`src/rtl/load_store_unit.sv`:
```
// Load/store unit for an RV32I core: sub-word load extraction and extension,
// single-cycle word stores, and a two-cycle read-modify-write for byte and
// halfword stores against a word-wide, combinationally read data memory.
module load_store_unit #(
    parameter int unsigned DEPTH_WORDS = 1024
) (
    input  logic        clk,
    input  logic        rst_n,
    input  logic        req_valid,
    input  logic        req_we,
    input  logic [2:0]  funct3,
    input  logic [31:0] addr,
    input  logic [31:0] wdata,
    output logic [31:0] rdata,
    output logic        done,
    output logic        stall,
    output logic        err,
    output logic [31:0] A_mem,
    output logic [31:0] DataIP,
    output logic        MemWE,
    input  logic [31:0] D_read
);

    localparam int unsigned WORD_W = 32;
    localparam logic [2:0]  F3_B   = 3'b000;
    localparam logic [2:0]  F3_H   = 3'b001;
    localparam logic [2:0]  F3_W   = 3'b010;
    localparam logic [2:0]  F3_BU  = 3'b100;
    localparam logic [2:0]  F3_HU  = 3'b101;

    typedef enum logic {
        IDLE  = 1'b0,
        WRITE = 1'b1
    } state_t;

    state_t              state;
    state_t              state_nxt;
    logic [WORD_W-1:0]   word_q;

    logic                misaligned;
    logic                illegal;
    logic                out_of_range;
    logic                req_err;
    logic                sub_store;
    logic [7:0]          ld_byte;
    logic [15:0]         ld_half;
    logic [WORD_W-1:0]   ld_ext;
    logic [WORD_W-1:0]   merged;

    // Memory word index; the top two bits are structurally zero.
    assign A_mem = {2'b00, addr[31:2]};

    // Request legality: alignment, funct3 encoding and address range.
    always_comb begin
        misaligned = 1'b0;
        case (funct3)
            F3_H, F3_HU: misaligned = addr[0];
            F3_W:        misaligned = |addr[1:0];
            default:     misaligned = 1'b0;
        endcase
        illegal      = (funct3 == 3'b011) || (funct3[2:1] == 2'b11) || (req_we && funct3[2]);
        out_of_range = WORD_W'(addr[31:2]) >= WORD_W'(DEPTH_WORDS);
        req_err      = misaligned || illegal || out_of_range;
        sub_store    = req_we && (funct3[1:0] != 2'b10);
    end

    // Load lane selection and sign/zero extension.
    always_comb begin
        case (addr[1:0])
            2'd0:    ld_byte = D_read[7:0];
            2'd1:    ld_byte = D_read[15:8];
            2'd2:    ld_byte = D_read[23:16];
            default: ld_byte = D_read[31:24];
        endcase
        ld_half = addr[1] ? D_read[31:16] : D_read[15:0];
        case (funct3)
            F3_B:    ld_ext = {{24{ld_byte[7]}}, ld_byte};
            F3_BU:   ld_ext = {24'h0, ld_byte};
            F3_H:    ld_ext = {{16{ld_half[15]}}, ld_half};
            F3_HU:   ld_ext = {16'h0, ld_half};
            default: ld_ext = D_read;
        endcase
    end

    // Store merge: replace the target lane of the captured word.
    always_comb begin
        merged = word_q;
        if (funct3[0]) begin
            if (addr[1]) merged[31:16] = wdata[15:0];
            else         merged[15:0]  = wdata[15:0];
        end else begin
            case (addr[1:0])
                2'd0:    merged[7:0]   = wdata[7:0];
                2'd1:    merged[15:8]  = wdata[7:0];
                2'd2:    merged[23:16] = wdata[7:0];
                default: merged[31:24] = wdata[7:0];
            endcase
        end
    end

    // State register and RMW capture of the old memory word.
    always_ff @(posedge clk or negedge rst_n) begin
        if (!rst_n) begin
            state  <= IDLE;
            word_q <= '0;
        end else begin
            state <= state_nxt;
            if (state == IDLE && state_nxt == WRITE) begin
                word_q <= D_read;
            end
        end
    end

    // Next state: only a legal sub-word store leaves IDLE.
    always_comb begin
        state_nxt = state;
        case (state)
            IDLE:    if (req_valid && !req_err && sub_store) state_nxt = WRITE;
            WRITE:   state_nxt = IDLE;
            default: state_nxt = IDLE;
        endcase
    end

    // Handshake and memory-control outputs; reset forces them quiet.
    always_comb begin
        rdata  = '0;
        done   = 1'b0;
        stall  = 1'b0;
        err    = 1'b0;
        MemWE  = 1'b0;
        DataIP = wdata;
        case (state)
            IDLE: begin
                if (req_valid) begin
                    if (req_err) begin
                        done = 1'b1;
                        err  = 1'b1;
                    end else if (!req_we) begin
                        done  = 1'b1;
                        rdata = ld_ext;
                    end else if (!sub_store) begin
                        done  = 1'b1;
                        MemWE = 1'b1;
                    end else begin
                        stall = 1'b1;
                    end
                end
            end
            WRITE: begin
                MemWE  = 1'b1;
                DataIP = merged;
                done   = 1'b1;
            end
            default: ;
        endcase
        if (!rst_n) begin
            rdata = '0;
            done  = 1'b0;
            stall = 1'b0;
            err   = 1'b0;
            MemWE = 1'b0;
        end
    end

endmodule

```
`config.mk`:
```
export PLATFORM = sky130hd
export DESIGN_NAME = load_store_unit
export DESIGN_NICKNAME = d
export VERILOG_FILES = /design/src/rtl/load_store_unit.sv
export SDC_FILE = /design/constraint.sdc
export NUM_CORES = 1
export LEC_CHECK = 0
export ABC_AREA = 1
export BUFFER_PORTS_ARGS = -buffer_cell sky130_fd_sc_hd__buf_2
export CORE_MARGIN = 2
export CORE_UTILIZATION = 46
export CTS_BUF_LIST = sky130_fd_sc_hd__clkbuf_8
export DETAILED_ROUTE_END_ITERATION = 16
export PLACE_DENSITY = 0.83
export SKIP_LAST_GASP = 1
export SLEW_MARGIN = 20
export SYNTH_ARGS = -nofsm -noshare
export SYNTH_HDL_FRONTEND = slang
export SYNTH_SLANG_ARGS = --single-unit
```
`constraint.sdc`:
```
create_clock -name clk -period 2 [get_ports clk]
set_input_delay 0.4 -clock clk [delete_from_list [all_inputs] [get_ports clk]]
set_output_delay 0.4 -clock clk [all_outputs]
set_load 0.05 [all_outputs]
```
# Word-level counts from Yosys, hierarchy flattened
# Index checks and enable logic that the tools add are counted.
# word_totals
regBits	33
in_bits	103
output_inout_bits	100
wordCells	68
# classes
n_lt_le_gt_ge	1
eq_ne	9
n_mux	40
bitwise	1
n_reduce_logical	15
# op_table
op	n
$mux 32	7
$pmux 32 s4	1
$mux 16	3
$mux 8	4
$ge 30x11->1 const B	1
$pmux 8 s3	1
$mux 1	20
$pmux 1 s2	4
$eq 3x2->1 const B	2
$eq 3x3->1 const B	2
$logic_and 1x1->1	5
$eq 2x2->1 const B	2
$logic_or 1x1->1	4
$reduce_or 2->1	2
$eq 3x1->1 const B	1
$logic_not 3->1	1
$reduce_or 3->1	1
$eq 2x1->1 const B	1
$logic_not 2->1	1
$ne 2x2->1 const B	1
$logic_not 1->1	1
$not 1->1	1

# Depth between registers and ports, before layout
# Gate-level depths: netlist of run 1.
# logic_depth
depth_word	11
mapped_depth	10
ltp_nobuf	8

# Least setup slack after synthesis of run 1
# OpenSTA, ideal clock, no wires.
# synth_path
path_kind	input-to-output
startpoint	input port addr[0]
endpoint	output port DataIP[16]
arrival_ps	2243
required_time_ps	1600
setup_slack_ps	-643
cell_stages	7
path_buffers	1
cell_sequence	buf_2 -> clkinv_1 -> nor2_2 -> inv_1 -> nand2_1 -> o21ai_0 -> o21ai_0
# synth_between
elab_chain_cells	4
# synth_lines
element	line_no	text
start, declared	12	input logic [31:0] addr,
$eq 2x2->1	92	case (addr[1:0])
$mux 8	92	
$mux 32	88	if (funct3[0]) begin
$mux 32	132	case (state)
end, declared	19	output logic [31:0] DataIP,
# Every way passes these cells.

# Worst setup path after layout of run 1
# layout_path
startpoint	input port addr[26]
endpoint	output port rdata[22]
# layout_between
elab_chain_cells	6
# layout_lines
element	line_no	text
$ge 30x11->1	62	out_of_range = WORD_W'(addr[31:2]) >= WORD_W'(DEPTH_WORDS);
$logic_or 1x1->1	63	req_err = misaligned || illegal || out_of_range;
$mux 32	135	if (req_err) begin
$mux 32	134	if (req_valid) begin
$mux 32	132	
$mux 32	156	if (!rst_n) begin
end, declared	14	output logic [31:0] rdata,
# Every way passes these cells.

==> results.sh, run 1 <==
export IMPL_status="finished, violations left"
export IMPL_failed_checks="setup timing"
export IMPL_num_vias=5360
export IMPL_p_per_area_nw_per_um2=348.3
export IMPL_n_fill_cell=399
export IMPL_synth_most_common_cell="nand2_1"
export IMPL_cp_max_fo=8
export IMPL_timing_fmax_mhz=450.2
export IMPL_syn_area_um2=3510
export IMPL_place_gp_congestion=0.9252
export IMPL_drive_above_1_share=0.5051
export IMPL_drtIter0Drc=624
export IMPL_antenna_found_initial=0
export IMPL_synth_top_area_frac=0.2353
export IMPL_clock_path_buffers=2
export IMPL_vdd_drop_max_uv=241.7
export IMPL_wl_met1_um=6167
export IMPL_fin_setup_tns_ps=-5894
export IMPL_drt_pre_antenna_iters=6
export IMPL_finalCriticalPeriod_ps=2221
export IMPL_required_ps=1600
export IMPL_grt_max_degree=35
export IMPL_start_util=0.4788
export IMPL_end_kind="primary output"
export IMPL_numPortBuffers=180
export IMPL_globalRouteOverflowTotal=0
export IMPL_dr_wl_met3_um=1822
export IMPL_synthTopCellsByArea="dfrtp_1, nand2_1, o21ai_0"
export IMPL_ys_seq_area_frac=0.2353
export IMPL_die_h_um=91.35
export IMPL_finalNetCount=890
export IMPL_clkSinkCount=33
export IMPL_grt_pass1_wl_um=24180
export IMPL_synthTopCellsByCount="nand2_1, nor2_1, o21ai_0, nand4_1"
export IMPL_synthArstFlopShare=1.000
export IMPL_top_layer="met4"
export IMPL_die_area_um2=8344
export IMPL_ys_types=38
export IMPL_start_kind="input port"
export IMPL_root_buffer="clkbuf_8"
export IMPL_synth_seq_cells=33
export IMPL_slew_viol_final=0
export IMPL_dr_wl_met2_um=8968
export IMPL_hold_viol=0
export IMPL_grt_usage=0.3631
export IMPL_antenna_left=0
export IMPL_hold_path_class="input port to async pin"
export IMPL_clk_insertion_delay_late_ps=290
export IMPL_drc=0
export IMPL_arrival_ps=1820
export IMPL_drt_total_wl_um=18050
export IMPL_timing_final_ws_setup_ps=-221.4
export IMPL_hold_buffers=0
export IMPL_fin_skew_ps=5.943
export IMPL_p_leak_nw=3.079
export IMPL_cts_htree_levels=2
export IMPL_area_delta_synth_final_pct=80.39
export IMPL_setup_violations=50
export IMPL_synth_yosys_warnings=0
export IMPL_final_period_utilization=1.111
export IMPL_timing_hold_ws_ps=149.4
export IMPL_synthCells=583
export IMPL_pin_count=203
export IMPL_rows=31
export IMPL_core_um2=7331
export IMPL_power_total_mw=2.205
export IMPL_synth_edff_count=0
export IMPL_avgViaCountPerCell=6.043
export IMPL_rsz0062_at_grt="true"
export IMPL_die_x_um=91.35
export IMPL_grt_pass1_vias=4874
export IMPL_critPathKind="input port to primary output"
export IMPL_diodes=0
export IMPL_dp_hpwl_um=11720
export IMPL_post_drt_wl_per_cell_um=20.34
export IMPL_yosysTopAreaCell="dfrtp_1"
export IMPL_synth_ff_type="dfrtp_1"
export IMPL_syn_area_per_cell_um2=6.020
export IMPL_cts_tree="done"
export IMPL_drv_cap=0
export IMPL_numCtsBuffers=5
export IMPL_clk_pin_slew_ps=60
[per-layer routing]
metal	global-route usage	vias to the layer above
met3	0.04315	109
li1	-	2345
met1	0.4295	2424
met4	0.1780	0
met5	0	-
met2	0.6475	482
[worst paths after layout]
| check | end | cells after the start | slack (ps) | startpoint |
|---|---|---|---|---|
| min | word_q[19]$_DFFE_PN0P_ | 2 | 150 | rst_n |
| max | rdata[22] | 10 | -220 | addr[26] |
| min reg2reg | word_q[13]$_DFFE_PN0P_ | 2 | 480 | word_q[13]$_DFFE_PN0P_ |
| max in group asynchronous | word_q[6]$_DFFE_PN0P_ | 2 | 1550 | rst_n |
| min in group clk | word_q[10]$_DFFE_PN0P_ | 3 | 400 | D_read[10] |
| max reg2reg | word_q[3]$_DFFE_PN0P_ | 7 | 360 | state$_DFF_PN0_ |
[worst max-delay path, stage by stage]
cell and delay (ps):
buf_2 110, nor2_1 110, nand2_1 100, nor2_4 100
nand3b_1 180, nor2_8 170, nand4_4 150, clkbuf_16 230
nor2_4 120, buf_8 150
[state kept, by name, indices dropped and copies added (netlist names)]
signal	flops
state	1
word_q	32
[layout by cell type, fill, tap and decap left out, types with 6 or more instances in the layout]
cell and instances:
nand2_1 148, buf_2 95, buf_6 68, buf_4 67, o21ai_0 45, nor2_4 42
nand4_1 35, dfrtp_1 33, nor2_1 31, inv_1 26, nand3_1 23, o21ai_1 21
buf_8 20, nor2_2 11, a21oi_1 11, a21oi_4 9, a21oi_2 8, nand2_2 8
o21ai_4 7, clkbuf_4 7, inv_4 6, buf_12 6
[power by group]
part	leakage (nW)	internal [mW]	switching (mW)
Sequential	0.461	0.668	0.00000290
Combinational	2.57	0.385	0.690
Clock	0.0491	0.235	0.227
[cell families after synthesis]
| group | share of synthesized area |
|---|---|
| simple gates | 0.3964 |
| flops | 0.2353 |
| mux | 0.01283 |
| compound gates | 0.1971 |
| other cells | 0.001068 |
| buf+inv | 0.1572 |
[cell type report]
class	instances	area, µm²	area share
Multi-Input combinational cell	445	2870	0.4534
Clock inverter	3	13.76	0.002174
Tap cell	99	123.9	0.01957
Inverter	37	158.9	0.02510
Clock buffer	5	68.82	0.01087
Sequential cell	33	825.8	0.1304
Timing Repair Buffer	265	2270	0.3585
[stage by stage]
stage / setup WS (ps) / util / cells / cell area (µm²)
after CTS: -161.0 / 0.8047 / 882 / 5899
after global routing: -291.0 / 0.8636 / 887 / 6331
after detailed placement: -273.3 / 0.7146 / 870 / 5239
after floorplan: -255.5 / - / 584 / 4011
final: -221.4 / 0.8636 / 887 / 6331
after global placement: -272.7 / 0.7146 / 870 / 5239
[what timing repair did]
item	4_1_cts	5_1_grt
setup buffers	4	4
gates resized for setup	170	112
gates cloned	1	2
pin swaps	18	28
setup endpoints to repair	68	66
(Power assumes the default switching activity.)
==> inputs of run 2 (changes only) <==
Settings changed: RECOVER_POWER set to 25, SKIP_LAST_GASP 1 to not set.
==> run 2 against run 1 <==
The flow still finishes with violations (setup timing). Highest routed layer unchanged. Combinational power about the same. Core utilization up 0.32 points. Cell count unchanged. Critical path type unchanged. Worst setup slack worse by 9.4 ps. Total power up 0.16%. Non-clock buffer count unchanged. Worst hold slack better by 26 ps.
==> results.sh, run 2 (synthesis results as in run 1) <==
export IMPL_status="finished, violations left"
export IMPL_failed_checks="setup timing"
export IMPL_fin_cells=887
export IMPL_hold_viol=0
export IMPL_setup_violations=40
export IMPL_globalRouteOverflowTotal=0
export IMPL_cp_max_fo=8
export IMPL_n_fill_cell=395
export IMPL_drc=0
export IMPL_wl_met1_um=6305
export IMPL_place_gp_congestion=0.9252
export IMPL_rrSetupSlack_ps=370
export IMPL_vdd_drop_max_uv=241.8
export IMPL_p_sw_frac=0.4161
export IMPL_die_x_um=91.35
export IMPL_finalCriticalPeriod_ps=2231
export IMPL_dp_hpwl_um=11720
export IMPL_antenna_left=0
export IMPL_p_int_mw=1.289
export IMPL_fin_skew_ps=6.315
export IMPL_multi_input_area_um2=2888
export IMPL_die_h_um=91.35
export IMPL_start_kind="input port"
export IMPL_clkPwrFrac=0.211
export IMPL_reg_largest_list="word_q x32, state x1"
export IMPL_grt_max_degree=35
export IMPL_finalNetCount=890
export IMPL_p_comb_frac=0.487
export IMPL_final_period_utilization=1.115
export IMPL_end_kind="primary output"
export IMPL_cp_depth=10
export IMPL_p_per_area_nw_per_um2=347.5
export IMPL_seq_area_um2=825.8
export IMPL_largest_register="word_q"
export IMPL_clkSinkCount=33
export IMPL_cts_htree_levels=2
export IMPL_drtIter0Drc=588
export IMPL_critPathTopFamily="simple AND/OR/NAND/NOR gates"
export IMPL_rsz0062_at_grt="true"
export IMPL_drt_total_wl_um=17890
export IMPL_r2r_worst_path_cells=7
export IMPL_clk_pin_slew_ps=70
export IMPL_layout_common_cells="nand2_1, buf_2, buf_6, buf_4, o21ai_0"
export IMPL_cts_tree="done"
export IMPL_start_util=0.4788
export IMPL_top_layer="met4"
export IMPL_clk_insertion_delay_late_ps=290
export IMPL_crit_path_cell_trace="buf_2, nor2_1, nand2_1, nor2_4, nand3b_1, nor2_8, nand4_4, clkbuf_16, nor2_4, buf_8"
export IMPL_arrival_ps=1830
export IMPL_timing_hold_ws_ps=175.3
export IMPL_area_delta_synth_final_pct=81.07
export IMPL_hold_buffers=0
export IMPL_switchingPower_mw=0.9190
export IMPL_required_ps=1600
export IMPL_cp_common_cell="nor2_4"
export IMPL_num_vias=5331
export IMPL_dr_wl_met3_um=1700
export IMPL_core_um2=7331
export IMPL_diodes=0
export IMPL_numCtsBuffers=5
export IMPL_root_buffer="clkbuf_8"
export IMPL_max_stage_delay_ps=230
export IMPL_dr_wl_met2_um=8816
export IMPL_mostFrequentLayoutCell="nand2_1"
export IMPL_clock_path_buffers=2
export IMPL_slowest_stage="clkbuf_16"
export IMPL_antenna_found_initial=0
export IMPL_hold_path_class="input port to async pin"
export IMPL_pin_count=203
export IMPL_die_area_um2=8344
export IMPL_worst_path_buf_inv=3
export IMPL_placed_cells=870
export IMPL_grt_pass1_vias=4892
export IMPL_numPortBuffers=180
export IMPL_grt_usage=0.3631
export IMPL_timing_final_ws_setup_ps=-230.8
export IMPL_p_seq_frac=0.302
export IMPL_drv_cap=0
export IMPL_critPathKind="input port to primary output"
export IMPL_drive_above_1_share=0.5076
export IMPL_slew_viol_final=0
export IMPL_drt_pre_antenna_iters=6
export IMPL_timing_fmax_mhz=448.3
export IMPL_p_leak_nw=3.081
export IMPL_largest_reg_flops=32
export IMPL_post_drt_wl_per_cell_um=20.17
export IMPL_avgViaCountPerCell=6.010
export IMPL_grt_pass1_wl_um=24180
export IMPL_rows=31
[run 2: repair_timing]
item,4_1_cts,5_1_grt
hold endpoints to repair,0,0
endpoints found under the setup margin,68,66
gates cloned,1,2
resized for setup,171,115
pin swaps,18,28
buffers inserted,4,4
[run 2: area by class of cell]
type                            count  share of cell area
Timing Repair Buffer              265              0.3581
Tap cell                           99             0.01949
Multi-Input combinational cell    445              0.4544
Sequential cell                    33              0.1299
Inverter                           37             0.02500
Clock inverter                      3            0.002166
Clock buffer                        5             0.01083
[run 2: worst paths after layout]
kind	from	to
worst min-delay path	rst_n	word_q[19]$_DFFE_PN0P_
max in group asynchronous	rst_n	word_q[15]$_DFFE_PN0P_
worst max-delay path	addr[26]	rdata[22]
worst max register to register	state$_DFF_PN0_	word_q[3]$_DFFE_PN0P_
min in group clk	D_read[11]	word_q[11]$_DFFE_PN0P_
worst min register to register	word_q[8]$_DFFE_PN0P_	word_q[8]$_DFFE_PN0P_
[run 2: metrics by stage]
step	power [mW]	setup slack [ps]	TNS [ps]	utilization	area, µm²
finish	2.208	-230.8	-5810	0.8669	6355
floorplan	1.289	-255.5	-5340	-	4011
CTS	2.087	-161.0	-4864	0.8053	5903
global placement	1.555	-272.7	-12280	0.7146	5239
detailed placement	1.562	-273.3	-12860	0.7146	5239
global route	2.296	-298.8	-8641	0.8669	6355
[run 2: worst reg2reg max path: stages, from the launching register on]
cell,delay (ps)
dfrtp_1,400
buf_6,130
buf_6,150
nor3_4,220
nand3_4,120
buf_4,260
nand2_1,160
nand2_1,80
[run 2: per-layer routing]
metal,up-vias,track usage
met1,2479,0.4279
met4,0,0.1768
met3,105,0.04232
met5,-,0
li1,2335,-
met2,412,0.6506
[run 2: power by group through the flow]
stage / clock network, mW / registers (mW) / logic, mW
after floorplan: 0 / 0.680 / 0.609
after global placement: 0 / 0.680 / 0.876
after detailed placement: 0 / 0.680 / 0.882
after CTS: 0.468 / 0.668 / 0.952
after global routing: 0.506 / 0.667 / 1.12
final: 0.465 / 0.668 / 1.08
==> inputs of run 3 (changes only) <==
Settings changed: CELL_PAD_IN_SITES_DETAIL_PLACEMENT set to 1, CELL_PAD_IN_SITES_GLOBAL_PLACEMENT set to 1, CORE_UTILIZATION 46 to 29, PLACE_DENSITY 0.83 to not set, PLACE_DENSITY_LB_ADDON set to 0.1.
==> run 3 against run 2 <==
Sequential share of layout area is 0.074 points lower. Clock skew is 2.9 ps higher. Highest routed layer unchanged. The run still ends with setup timing left. Critical path type unchanged. First-iteration DRC count is 66% lower. Clock-buffer cell count stayed put. Die area is 56% higher. Largest power group unchanged. Cell count is 5.0% higher. Worst hold slack worse by 48 ps. Global-route usage is 9.8 points lower. Clock power is 38% higher. Critical endpoint is now rdata[27].
==> results.sh, run 3 (synthesis results as in run 1) <==
export IMPL_pin_count=203
export IMPL_slew_viol_final=0
export IMPL_hold_buffers=0
export IMPL_drtIter0Drc=200
export IMPL_p_int_mw=1.416
export IMPL_worst_path_buf_inv=3
export IMPL_globalRouteOverflowTotal=0
export IMPL_diodes=0
export IMPL_clock_path_buffers=2
export IMPL_status="finished, violations left"
export IMPL_grt_max_degree=35
export IMPL_timing_fmax_mhz=460.8
export IMPL_p_leak_nw=3.071
export IMPL_end_kind="primary output"
export IMPL_place_area_um2=5259
export IMPL_grt_pass1_wl_um=26990
export IMPL_pre_cts_ws_ps=-303.8
export IMPL_clkSinkCount=33
export IMPL_drive_above_1_share=0.5064
export IMPL_placed_cells=914
export IMPL_cp_max_fo=16
export IMPL_switchingPower_mw=0.9417
export IMPL_critPathTopFamily="simple AND/OR/NAND/NOR gates"
export IMPL_num_vias=4827
export IMPL_post_drt_wl_per_cell_um=19.26
export IMPL_drt_total_wl_um=17940
export IMPL_finish_instance_area_um2=6401
export IMPL_antenna_left=0
export IMPL_timing_final_ws_setup_ps=-170.1
export IMPL_core_um2=11910
export IMPL_area_delta_synth_final_pct=82.39
export IMPL_vdd_drop_max_uv=285.4
export IMPL_p_per_area_nw_per_um2=368.4
export IMPL_p_seq_frac=0.283
export IMPL_antenna_found_initial=0
export IMPL_start_kind="input port"
export IMPL_rrSetupSlack_ps=280
export IMPL_cts_htree_levels=2
export IMPL_die_x_um=114.0
export IMPL_rsz0062_at_grt="true"
export IMPL_rows=40
export IMPL_cts_tree="done"
export IMPL_p_comb_frac=0.446
export IMPL_slowest_stage="buf_12"
export IMPL_failed_checks="setup timing"
export IMPL_clkPwrFrac=0.271
export IMPL_hold_viol=0
export IMPL_die_area_um2=13000
export IMPL_drt_pre_antenna_iters=4
export IMPL_reg_largest_list="word_q x32, state x1"
export IMPL_hold_path_class="input port to async pin"
export IMPL_crit_path_cell_trace="buf_2, nor2_4, nand2_2, nor2_4, nand3b_1, nor2_8, nand4_4, buf_12, nor2_4, buf_8"
export IMPL_p_sw_frac=0.3994
export IMPL_grt_pass1_vias=4998
export IMPL_finalCriticalPeriod_ps=2170
export IMPL_dp_hpwl_um=13730
export IMPL_drc=0
export IMPL_mostFrequentLayoutCell="nand2_1"
export IMPL_arrival_ps=1770
export IMPL_largest_reg_flops=32
export IMPL_fin_skew_ps=9.184
export IMPL_grt_usage=0.2648
export IMPL_cp_common_cell="nor2_4"
export IMPL_die_h_um=114.0
export IMPL_post_route_util=0.5374
export IMPL_layout_common_cells="nand2_1, buf_2, buf_4, buf_6, o21ai_0"
export IMPL_root_buffer="clkbuf_8"
export IMPL_setup_violations=36
export IMPL_clk_pin_slew_ps=80
export IMPL_fin_cells=931
export IMPL_start_util=0.2946
export IMPL_max_stage_delay_ps=200
export IMPL_numCtsBuffers=5
export IMPL_numPortBuffers=180
export IMPL_drv_cap=0
export IMPL_critPathKind="input port to primary output"
export IMPL_power_total_mw=2.358
export IMPL_avgViaCountPerCell=5.185
export IMPL_clk_insertion_delay_late_ps=290
export IMPL_final_period_utilization=1.085
export IMPL_required_ps=1600
export IMPL_place_gp_congestion=0.8883
export IMPL_largest_register="word_q"
export IMPL_finalNetCount=886
==> run 3: cell count changes in the layout (fill, tap and decap cells not counted), moves of 3 or more <==
cell	change
buf_2	+4
buf_4	+4
buf_8	-4
clkbuf_4	-8
inv_4	-4
nand2_1	+3
nand2_2	-3
o21ai_0	+3
o21ai_1	-5
==> run 3: timing repair <==
action	in CTS	in global routing
buffers inserted	3	4
endpoints found under the hold margin	0	0
gates resized for setup	169	111
pin swaps	9	17
setup endpoints to repair	68	68
cloned	2	2
==> run 3: worst paths after layout <==
kind | end | start | cells past startpoint
setup / recovery | rdata[27] | addr[17] | 10
hold reg to reg | word_q[13]$_DFFE_PN0P_ | word_q[13]$_DFFE_PN0P_ | 2
min in group clk | word_q[21]$_DFFE_PN0P_ | D_read[21] | 3
max in group asynchronous | word_q[26]$_DFFE_PN0P_ | rst_n | 2
setup reg to reg | word_q[0]$_DFFE_PN0P_ | state$_DFF_PN0_ | 5
hold / removal | word_q[0]$_DFFE_PN0P_ | rst_n | 2
==> run 3: worst reg2reg max path, cell delays in order (launching register included) <==
cell     delay [ps]
dfrtp_2         460
buf_4           170
nor3_4          310
buf_4           370
nand4_1         230
nand2_1         120
==> run 3: metal layers <==
metal  share of wire  GRT usage
met3           0.044    0.02657
met1            0.44     0.3583
met2            0.50     0.4520
met4           0.021    0.06829
met5               0          0
==> run 3: cell type report <==
| class | count | area (µm²) |
|---|---|---|
| Sequential cell | 33 | 827.0 |
| Fill cell | 1479 | 5510 |
| Clock buffer | 5 | 68.82 |
| Multi-Input combinational cell | 445 | 2883 |
| Timing Repair Buffer | 261 | 2236 |
| Clock inverter | 3 | 46.29 |
| Tap cell | 147 | 183.9 |
| Inverter | 37 | 156.4 |
==> run 3: power groups by stage <==
stage,sequential [mW],clock (mW),combinational (mW)
after floorplan,0.680,0,0.609
after global placement,0.680,0,0.898
after detailed placement,0.680,0,0.908
after CTS,0.667,0.651,0.977
after global routing,0.667,0.677,1.12
final,0.667,0.640,1.05
==> run 3: stage by stage <==
stage | hold slack (ps) | setup TNS, ps
6_report | 127.1 | -4763
5_1_grt | 181.4 | -7703
4_1_cts | 158.6 | -5525
3_5_place_dp | 460.7 | -16990
3_3_place_gp | 459.0 | -16300
2_1_floorplan | 104.4 | -5340
